===== config.mk =====
export PLATFORM = sky130hd
export DESIGN_NAME = vedic8_seq_ctrl
export DESIGN_NICKNAME = d
export VERILOG_FILES = /design/src/rtl/vedic8_seq_ctrl.sv
export SDC_FILE = /design/constraint.sdc
export NUM_CORES = 1
export LEC_CHECK = 0
export ABC_AREA = 1
export CORE_MARGIN = 3
export CORE_UTILIZATION = 50
export CTS_BUF_LIST = sky130_fd_sc_hd__clkbuf_4
export DETAILED_ROUTE_END_ITERATION = 8
export PLACE_DENSITY = 0.73
export SETUP_SLACK_MARGIN = 0.4
export SLEW_MARGIN = 20
export SYNTH_ARGS = -nofsm -noshare
export SYNTH_HDL_FRONTEND = slang
export SYNTH_SLANG_ARGS = --single-unit
export TNS_END_PERCENT = 5

===== constraint.sdc =====
create_clock -name clk -period 6.6 [get_ports clk]
set_input_delay 1.65 -clock clk [delete_from_list [all_inputs] [get_ports clk]]
set_output_delay 1.65 -clock clk [all_outputs]
set_load 0.02 [all_outputs]

===== src/rtl/vedic8_seq_ctrl.sv =====
// 8x8 unsigned multiplier time-sharing one 4x4 Vedic core over four cycles; result 4 cycles after acceptance.
// in_ready only in IDLE; product held in DONE until out_ready; flush aborts from any state.

module vedic2 (
    input  logic [1:0] a_i,
    input  logic [1:0] b_i,
    output logic [3:0] p_o
);
    logic c1;
    assign p_o[0] = a_i[0] & b_i[0];
    assign p_o[1] = (a_i[1] & b_i[0]) ^ (a_i[0] & b_i[1]);
    assign c1     = (a_i[1] & b_i[0]) & (a_i[0] & b_i[1]);
    assign p_o[2] = (a_i[1] & b_i[1]) ^ c1;
    assign p_o[3] = (a_i[1] & b_i[1]) & c1;
endmodule

module vedic4 (
    input  logic [3:0] a_i,
    input  logic [3:0] b_i,
    output logic [7:0] p_o
);
    logic [3:0] q0, q1, q2, q3;
    vedic2 u_ll (.a_i(a_i[1:0]), .b_i(b_i[1:0]), .p_o(q0));
    vedic2 u_hl (.a_i(a_i[3:2]), .b_i(b_i[1:0]), .p_o(q1));
    vedic2 u_lh (.a_i(a_i[1:0]), .b_i(b_i[3:2]), .p_o(q2));
    vedic2 u_hh (.a_i(a_i[3:2]), .b_i(b_i[3:2]), .p_o(q3));
    assign p_o = {4'h0, q0} + {2'b00, q1, 2'b00} + {2'b00, q2, 2'b00} + {q3, 4'h0};
endmodule

module vedic8_seq_ctrl #(
    parameter bit SKIP_ZERO = 1'b0
) (
    input  logic        clk,
    input  logic        rst_n,
    input  logic        in_valid,
    output logic        in_ready,
    input  logic [7:0]  a,
    input  logic [7:0]  b,
    output logic        out_valid,
    input  logic        out_ready,
    output logic [15:0] p,
    input  logic        flush,
    output logic        busy,
    output logic [1:0]  step
);
    typedef enum logic [1:0] {IDLE = 2'd0, MUL = 2'd1, DONE = 2'd2} state_t;

    state_t      state_q, state_d;
    logic [7:0]  a_q, a_d, b_q, b_d;
    logic [15:0] acc_q, acc_d;
    logic [1:0]  step_q, step_d;
    logic [3:0]  nib_a, nib_b;
    logic [7:0]  pp;
    logic [15:0] pp_sh;
    logic        zero_op;

    // step[0] picks the high nibble of a, step[1] the high nibble of b
    assign nib_a = step_q[0] ? a_q[7:4] : a_q[3:0];
    assign nib_b = step_q[1] ? b_q[7:4] : b_q[3:0];

    vedic4 u_mul (.a_i(nib_a), .b_i(nib_b), .p_o(pp));

    always_comb begin
        pp_sh = {pp, 8'h00};
        case (step_q)
            2'd0:    pp_sh = {8'h00, pp};
            2'd1,
            2'd2:    pp_sh = {4'h0, pp, 4'h0};
            default: pp_sh = {pp, 8'h00};
        endcase
    end

    assign zero_op = SKIP_ZERO && ((a_q == 8'h00) || (b_q == 8'h00));

    always_comb begin
        state_d = state_q;
        a_d     = a_q;
        b_d     = b_q;
        acc_d   = acc_q;
        step_d  = step_q;
        if (flush) begin
            state_d = IDLE;
            acc_d   = 16'h0000;
            step_d  = 2'd0;
        end else begin
            case (state_q)
                IDLE: if (in_valid) begin
                    a_d     = a;
                    b_d     = b;
                    acc_d   = 16'h0000;
                    step_d  = 2'd0;
                    state_d = MUL;
                end
                MUL: begin
                    // zero check runs on the captured operands in the first MUL cycle
                    if (zero_op && step_q == 2'd0) begin
                        acc_d   = 16'h0000;
                        state_d = DONE;
                    end else begin
                        acc_d = acc_q + pp_sh;
                        if (step_q == 2'd3) begin
                            step_d  = 2'd0;
                            state_d = DONE;
                        end else begin
                            step_d = step_q + 2'd1;
                        end
                    end
                end
                DONE: if (out_ready) state_d = IDLE;
                default: state_d = IDLE;
            endcase
        end
    end

    always_ff @(posedge clk or negedge rst_n) begin
        if (!rst_n) begin
            state_q <= IDLE;
            a_q     <= 8'h00;
            b_q     <= 8'h00;
            acc_q   <= 16'h0000;
            step_q  <= 2'd0;
        end else begin
            state_q <= state_d;
            a_q     <= a_d;
            b_q     <= b_d;
            acc_q   <= acc_d;
            step_q  <= step_d;
        end
    end

    assign in_ready  = (state_q == IDLE);
    assign out_valid = (state_q == DONE);
    assign busy      = (state_q == MUL) || (state_q == DONE);
    assign step      = (state_q == MUL) ? step_q : 2'd0;
    assign p         = (state_q == DONE) ? acc_q : 16'h0000;
endmodule


# Word-level counts from Yosys, hierarchy flattened
# Index checks and enable logic that the tools add are counted.
[word_totals] regBits=36 input_bits=21 wordCells=76
[op_classes] n_addsub=5 eq_ne=8 mux=17 bitwise=33 n_reduce_logical=8
[op_table] op="$pmux W16 S2" n=2
[op_table] op="$mux W16" n=3
[op_table] op="$and A1 B1 Y1" n=24
[op_table] op="$add A16 B16 Y16" n=1
[op_table] op="$mux W2" n=8
[op_table] op="$add A8 B6 Y8" n=1
[op_table] op="$add A8 B8 Y8" n=1
[op_table] op="$mux W4" n=2
[op_table] op="$xor A1 B1 Y1" n=8
[op_table] op="$add A4 B6 Y7" n=1
[op_table] op="$eq A2 B2 Y1 const B" n=3
[op_table] op="$pmux W2 S3" n=1
[op_table] op="$reduce_and A3 Y1" n=2
[op_table] op="$eq A2 B1 Y1 const B" n=2
[op_table] op="$logic_not A2 Y1" n=2
[op_table] op="$pmux W2 S2" n=1
[op_table] op="$ne A3 B1 Y1 const B" n=1
[op_table] op="$ne A3 B2 Y1 const B" n=1
[op_table] op="$ne A3 B3 Y1 const B" n=1
[op_table] op="$reduce_bool A3 Y1" n=1
[op_table] op="$add A2 B1 Y2 const B" n=1
[op_table] op="$reduce_and A2 Y1" n=1
[op_table] op="$reduce_or A2 Y1" n=1
[op_table] op="$logic_or A1 B1 Y1" n=1
[op_table] op="$not A1 Y1" n=1

# Logic depth before layout (Yosys ltp)
# Gate-level depths: netlist of run 1.
[depth] depth_word=11 mapped_depth=31

# Cells and area by module
# A second synthesis of run 1 with hierarchy kept.
[hier_totals] cells_unflattened=478 hier_area_um2=3238.1
[by_module_without_submodules] module="vedic8_seq_ctrl" instances=1 cells_per_inst=401 area_per_inst_um2=2748.9 seq_area_each_um2=900.9
[by_module_without_submodules] module="vedic4" instances=1 cells_per_inst=37 area_per_inst_um2=269.0 seq_area_each_um2=0.0
[by_module_without_submodules] module="vedic2" instances=4 cells_per_inst=10 area_per_inst_um2=55.1 seq_area_each_um2=0.0

# Worst setup path after synthesis of run 1
# OpenSTA, ideal clock, no wires.
[synth_timing] kind="flip-flop to flip-flop" start="register step_q[0]" end="register acc_q[15]" setup_ns=0.117 arrival_ns=4.467 required_time_ns=6.483 setup_slack_ns=2.015 path_stages_with_launch=29 n_path_buf=1 period_less_slack_ns=4.585 cell_sequence="dfrtp_1 -> buf_2 -> mux2i_1 -> nor2_1 -> ha_1 -> ha_1 -> ha_1 -> inv_1 -> fa_1 -> xor2_1 -> fa_1 -> inv_1 -> fa_1 -> nand2_1 -> nand2_1 -> nand3_1 -> nand2_1 -> inv_1 -> o22ai_1 -> ha_1 -> nand2_1 -> inv_2 -> nand2_1 -> nor3_2 -> nand2_2 -> nand2_2 -> nand2_1 -> nand3_1 -> nand2_1"
[synth_via] elab_chain_cells=11 elab_cells_between_ends=44 classes_between="add/sub: 4; eq/ne: 2; mux: 4; bitwise: 32; reduce/logical: 2"
[synth_lines] element="from (decl)" line_no="51" rtl="logic [1:0] step_q, step_d;"
[synth_lines] element="from (signal assigned)" line_no="127" rtl="step_q <= step_d;"
[synth_lines] element="$mux W4" line_no="58" rtl="assign nib_a = step_q[0] ? a_q[7:4] : a_q[3:0];"
[synth_lines] element="$and A1 B1 Y1" line_no="11, 12"
[synth_lines] element="$and A1 B1 Y1" line_no="12" rtl="assign c1 = (a_i[1] & b_i[0]) & (a_i[0] & b_i[1]);"
[synth_lines] element="$xor A1 B1 Y1 / $and A1 B1 Y1 (equally long branches)" line_no="13, 14"
[synth_lines] element="$add A4 B6 Y7" line_no="27" rtl="assign p_o = {4'h0, q0} + {2'b00, q1, 2'b00} + {2'b00, q2, 2'b00} + {q3, 4'h0};"
[synth_lines] element="$add A8 B6 Y8" line_no="27"
[synth_lines] element="$add A8 B8 Y8" line_no="27"
[synth_lines] element="$pmux W16 S2 (*)" line_no="65" rtl="case (step_q)"
[synth_lines] element="$add A16 B16 Y16 (*)" line_no="100" rtl="acc_d = acc_q + pp_sh;"
[synth_lines] element="$pmux W16 S2 (*)" line_no="86" rtl="case (state_q)"
[synth_lines] element="$mux W16 (*)" line_no="81" rtl="if (flush) begin"
[synth_lines] element="to (signal assigned)" line_no="120" rtl="acc_q <= 16'h0000;"
[synth_lines] element="to (signal assigned)" line_no="126" rtl="acc_q <= acc_d;"
[synth_lines] element="to (decl)" line_no="50" rtl="logic [15:0] acc_q, acc_d;"
# Every way passes the cells marked *; elsewhere a longest branch is shown, timed or not.
# A chain may end at the register's enable or synchronous reset.

# Final worst setup path of run 1
[layout_timing] start="register step_q[1]" end="register acc_q[14]"
[layout_via] elab_chain_cells=11 elab_cells_between_ends=44 classes_between="add/sub: 4; eq/ne: 2; mux: 4; bitwise: 32; reduce/logical: 2"
[layout_lines] element="$mux W4" line_no="59" rtl="assign nib_b = step_q[1] ? b_q[7:4] : b_q[3:0];"
[layout_lines] element="$and A1 B1 Y1" line_no="11, 12"
[layout_lines] element="$and A1 B1 Y1" line_no="12"
[layout_lines] element="$xor A1 B1 Y1 / $and A1 B1 Y1 (equally long branches)" line_no="13, 14"
[layout_lines] element="$add A4 B6 Y7" line_no="27"
[layout_lines] element="$add A8 B6 Y8" line_no="27"
[layout_lines] element="$add A8 B8 Y8" line_no="27"
[layout_lines] element="$pmux W16 S2 (*)" line_no="65"
[layout_lines] element="$add A16 B16 Y16 (*)" line_no="100"
[layout_lines] element="$pmux W16 S2 (*)" line_no="86"
[layout_lines] element="$mux W16 (*)" line_no="81"
# Marks and branches as above.

==> results of run 1 <==
[cells in the final DEF (no fill, tap or decap), types with 2 or more instances in the layout]
cell type	count
clkbuf_4	6
mux2i_1	8
nand3_1	22
ha_1	36
a22o_1	2
xnor2_1	2
nand2_4	2
nand2_2	5
clkdlybuf4s50_1	41
nand3b_1	4
nor3_2	2
mux2_2	7
or2_2	2
o22ai_1	9
dfrtp_1	36
o21ai_1	4
inv_2	7
o21ai_0	9
nand2_1	121
or2_1	2
nor2_1	40
mux2_4	9
fa_1	6
xor2_1	2
a21oi_1	15
inv_1	64
[synth_stat cells, types with 5 or more instances]
cell type,instances
o22ai_1,9
inv_2,7
nand2_1,121
mux2i_1,8
mux2_4,9
nand3_1,22
a21oi_1,15
nand2_2,5
o21ai_0,9
inv_1,64
dfrtp_1,36
ha_1,36
fa_1,6
nor2_1,40
mux2_2,7
[how the worst max path moves through the flow]
stage,startpoint,endpoint,slack [ps]
finish,step_q[1],acc_q[14],1460
floorplan,step_q[0],acc_q[15],2020
detailed placement,step_q[1],acc_q[14],1540
global placement,step_q[1],acc_q[14],1550
global route,step_q[1],acc_q[12],1080
CTS,step_q[1],acc_q[12],1510
[metrics by stage]
step | cell area [um^2] | cells
detailed placement | 3720 | 544
CTS | 3800 | 552
floorplan | 3260 | 434
finish | 3800 | 552
global route | 3800 | 552
global placement | 3720 | 544
[critical path: stages, from the launching register on]
cell      delay [ps]
dfrtp_1          570
mux2i_1          420
nor2_1           100
ha_1             210
ha_1             270
ha_1             160
inv_1             50
fa_1             390
xor2_1           190
fa_1             540
inv_1             70
fa_1             480
nand3_1          130
nand3_1           90
nand2_1          130
inv_1             70
o22ai_1          150
ha_1             310
a21oi_1          220
o21ai_0           90
a21oi_1          170
nand3b_1         100
nand3_1           90
nand2_1           50
[routing by layer]
metal	wire length, um	global-route usage, %
met5	0	0
met4	42	4.25
met3	238	2.76
met2	3320	34.3
met1	3440	28.2
[registers in the layout (all words and copies together) (netlist names)]
| name | flops |
|---|---|
| state_q | 2 |
| step_q | 2 |
| a_q | 8 |
| acc_q | 16 |
| b_q | 8 |
[power by group through the flow]
stage | Clock (uW) | Combinational (uW) | Sequential (uW)
floorplan | 0 | 888 | 316
global placement | 0 | 1100 | 334
detailed placement | 0 | 1130 | 332
CTS | 170 | 1140 | 329
global route | 176 | 1300 | 338
finish | 165 | 1140 | 329
[cell type report]
class | count | share of cell area, %
clock buffers | 6 | 1.18
clock inverters | 2 | 0.921
inverters | 72 | 7.11
multi-input cells | 319 | 53.6
flip-flops and latches | 36 | 23.7
well taps | 75 | 2.47
repair buffers | 42 | 11.0
[cell families after synthesis]
family / after synthesis
buffers and inverters: 79
AO/OA/AOI/OAI: 44
multiplexers: 24
XOR/XNOR: 4
adder cells (fa/ha/maj): 42
AND/OR/NAND/NOR: 205
flip-flops: 36
==> results.cfg, run 1 <==
[layout]
fill_cells = 563
drive_above_1_share_pct = 9.85
area_growth_pct = 16.7
regArea_um2 = 901
final_util_pct = 62.4
multi_input_area_mm2 = 0.00204
fin_nets = 539
num_antenna_cells = 0

[worst_hold_path]
hold_path_class = flip-flop to flip-flop
min_to = b_q[0]
hold_path_startpoint = b_q[0]
hold_path_depth = 1

[placed_design]
numPortBuffers = 41
place_ws_ps = 1540
place_congestion = 0.923
dp_hpwl_um = 5560

[logic_synthesis]
synth_warnings = 0
synth_top_family_by_area = simple AND/OR/NAND/NOR gates
synth-seq-area-share_pct = 27.7
synthSimpleGateAreaFrac_pct = 27.2
netlist_area_mm2 = 0.00326
ys.flop_type = dfrtp_1
syn_nets = 497
synthAdderAreaFrac_pct = 17.5
yosysTopAreaCellShare_pct = 27.7
synthArstFlopShare_pct = 100
synthCells = 434
syn_area_per_cell_um2 = 7.50
synth_edf_count = 0
synthXorXnorAreaFrac_pct = 1.08
synthTopCellsByArea = dfrtp_1, nand2_1, ha_1
synth_mux_area_share_pct = 9.03
synth-compound-area-share_pct = 7.80
synth.largest_area_cell = dfrtp_1
ys_ff_latch = 36
synth.distinct_cells = 38

[grt]
antenna_found_initial = 0
grt_overflow_total = 0
grt_pass1_vias = 2813
grt_max_degree = 37
track_usage_pct = 20.5
grt_pass1_wl_um = 12500

[worst_setup_path]
reg2reg_from = step_q[1]
required_ps = 6850
path_class = flip-flop to flip-flop
crit_fanout = 7
setup.worst_path.start_class = flip-flop
critPathCaptureType = flip-flop
reg2reg_setup_slack_ps = 1460
worst_ep_arrival_time_ps = 5390
r2r-end = acc_q[14]
ff2ff_path_depth = 23

[sta]
fin_skew_ps = 10.1
period_share_pct = 77.9
setup_slack_ps = 1460
setup_viol = 0
setup_tns_ps = 0
slew_violations = 0
rsz0062_at_grt = no
holdWs_ps = 519
hold_viol = 0
max_freq_mhz = 195
relSlewSlack_pct = 55.6
worst-slew-pin-transition_ps = 666
finalCriticalPeriod_ps = 5140

[clocking]
cts_buffers = 5
clock_sinks = 36
cts_resized = 0
clockBufferDepth = 2
postCtsSetupBuffers = 0
clk_latency_ps = 350
cts_tree = built
clkSlewWorstSetupHoldPaths_ps = 110
cts_max_level = 2
cts_root_buf = clkbuf_4
holdBufCountCts = 0

[power_and_ir_drop]
p_int_uw = 813
seqPwrFrac_pct = 20.1
power.leakage_uw = 0.00207
swShare_pct = 50.2
p_switching_uw = 819
p_per_area_mw_per_mm2 = 429
power_frac_comb_pct = 69.7
p_clk_share_pct = 10.1
p_total_uw = 1630
peakVddDrop_v = 0.000363

[die]
core_mm2 = 0.00610
die_h_um = 86.7
ios = 42
rows = 28
die_w_um = 86.7
dieArea_mm2 = 0.00752
start_util_pct = 53.4

[run]
cap_violations = 0

[drt]
wl_per_cell_um = 12.8
drt-pass1-iter-count = 4
num_vias = 2796
vias_per_cell = 5.07
remaining_drc_errors = 0
first_iter_violations = 176
drt_wl_total_um = 7040
drtAntennaViolNets = 0

[status]
status = complete, no violations
Power figures use the tool's default switching activity.
==> run 2, diff against run 1 <==
- clock period: 6.6 -> 5.1 ns (I/O delays scaled with it)
==> results.cfg, run 2 (synthesis results as in run 1) <==
[status]
status = complete, no violations

[die]
die_h_um = 86.7
rows = 28
die_w_um = 86.7
ios = 42
core_mm2 = 0.00610
dieArea_mm2 = 0.00752
start_util_pct = 53.4

[clocking]
clock_sinks = 36
cts_root_buf = clkbuf_4
clockBufferDepth = 2
cts_buffers = 5
cts_max_level = 2
cts_tree = built
holdBufCountCts = 0
clkSlewWorstSetupHoldPaths_ps = 120
clk_latency_ps = 370

[worst_setup_path]
setup.worst_path.start_class = flip-flop
reg2reg_setup_slack_ps = 330
critical_path_depth = 27
slowest_delay_ps = 510
r2r-end = acc_q[15]
cpMostUsedCell = nand2_2
critPathCaptureType = flip-flop
path_class = flip-flop to flip-flop
reg2reg_from = step_q[0]
worst_ep_arrival_time_ps = 5030
path_buf_inv = 4
ff2ff_path_depth = 27
crit_family = adder cells
crit_fanout = 6
crit_slowest_cell = dfrtp_2
critPathLaunch = step_q[0]
endpoint = acc_q[15]
required_ps = 5360

[layout]
final_common_cell = nand2_1
reg_top3 = acc_q x16, a_q x8, b_q x8
layout_common_cells = nand2_1, inv_1, clkdlybuf4s50_1, nor2_1, dfrtp_1
num_antenna_cells = 0
largest_register = acc_q
fin_nets = 562
area_growth_pct = 31.1
final_util_pct = 70.0
largest_reg_flops = 16
drive_above_1_share_pct = 24.0

[power_and_ir_drop]
power.leakage_uw = 0.00220
p_total_uw = 2780
peakVddDrop_v = 0.000603
p_per_area_mw_per_mm2 = 651

[drt]
num_vias = 3064
vias_per_cell = 5.33
first_iter_violations = 229
remaining_drc_errors = 0
drtAntennaViolNets = 0
drt-pass1-iter-count = 6
wl_per_cell_um = 14.8
drt_wl_total_um = 8490

[sta]
setup_slack_ps = 332
relSlewSlack_pct = 50.6
max_freq_mhz = 210
rsz0062_at_grt = yes
hold_viol = 0
period_share_pct = 93.5
slew_violations = 0
setup_tns_ps = 0
setup_viol = 0
finalCriticalPeriod_ps = 4770
holdWs_ps = 532
fin_skew_ps = 12.8
worst-slew-pin-transition_ps = 741

[worst_hold_path]
hold_path_startpoint = b_q[3]
hold_path_class = flip-flop to flip-flop
hold_path_depth = 1

[grt]
grt_pass1_wl_um = 13500
grt_max_degree = 37
grt_overflow_total = 0
track_usage_pct = 22.6
antenna_found_initial = 0
grt_pass1_vias = 2971

[placed_design]
numPortBuffers = 41
dp_hpwl_um = 5800
place_ws_ps = 171
place_congestion = 0.929

[run]
cap_violations = 0
run 2: final cells by class:
cell class / count / area (um^2)
clock inverters: 3 / 37.5
well taps: 75 / 93.8
flip-flops and latches: 36 / 903
clock buffers: 5 / 37.5
repair buffers: 65 / 594
fillers: 485 / 1830
multi-input cells: 319 / 2330
inverters: 72 / 270
run 2: report_power, final:
| part | internal (uW) | switching [uW] |
|---|---|---|
| logic | 966 | 1150 |
| registers | 366 | 85.6 |
| clock network | 100 | 110 |
run 2: repair_timing:
action | in CTS | in global routing
gates resized for setup | 21 | 40
setup buffers | 6 | 13
pin swaps | 3 | 33
gates cloned | 0 | 0
setup endpoints to repair | 10 | 11
run 2: worst min path at each step:
| stage | end | slack [ps] |
|---|---|---|
| final | b_q[3] | 530 |
| after global routing | b_q[3] | 550 |
| after CTS | a_q[6] | 530 |
| after global placement | a_q[5] | 490 |
| after detailed placement | b_q[4] | 490 |
| after floorplan | acc_q[14] | 480 |
run 2: routing by layer:
metal,vias to the layer above,global-route usage [%],share of wire (%)
met5,-,0,0
met4,0,7.37,2.6
met3,20,3.33,3.9
met2,84,36.9,48
met1,1453,30.9,46
li1,1507,-,-
run 2: per-stage QoR:
stage | area, um^2 | cells
2_1_floorplan | 3260 | 434
3_3_place_gp | 3750 | 548
3_5_place_dp | 3750 | 548
4_1_cts | 3960 | 562
5_1_grt | 4270 | 575
6_report | 4270 | 575
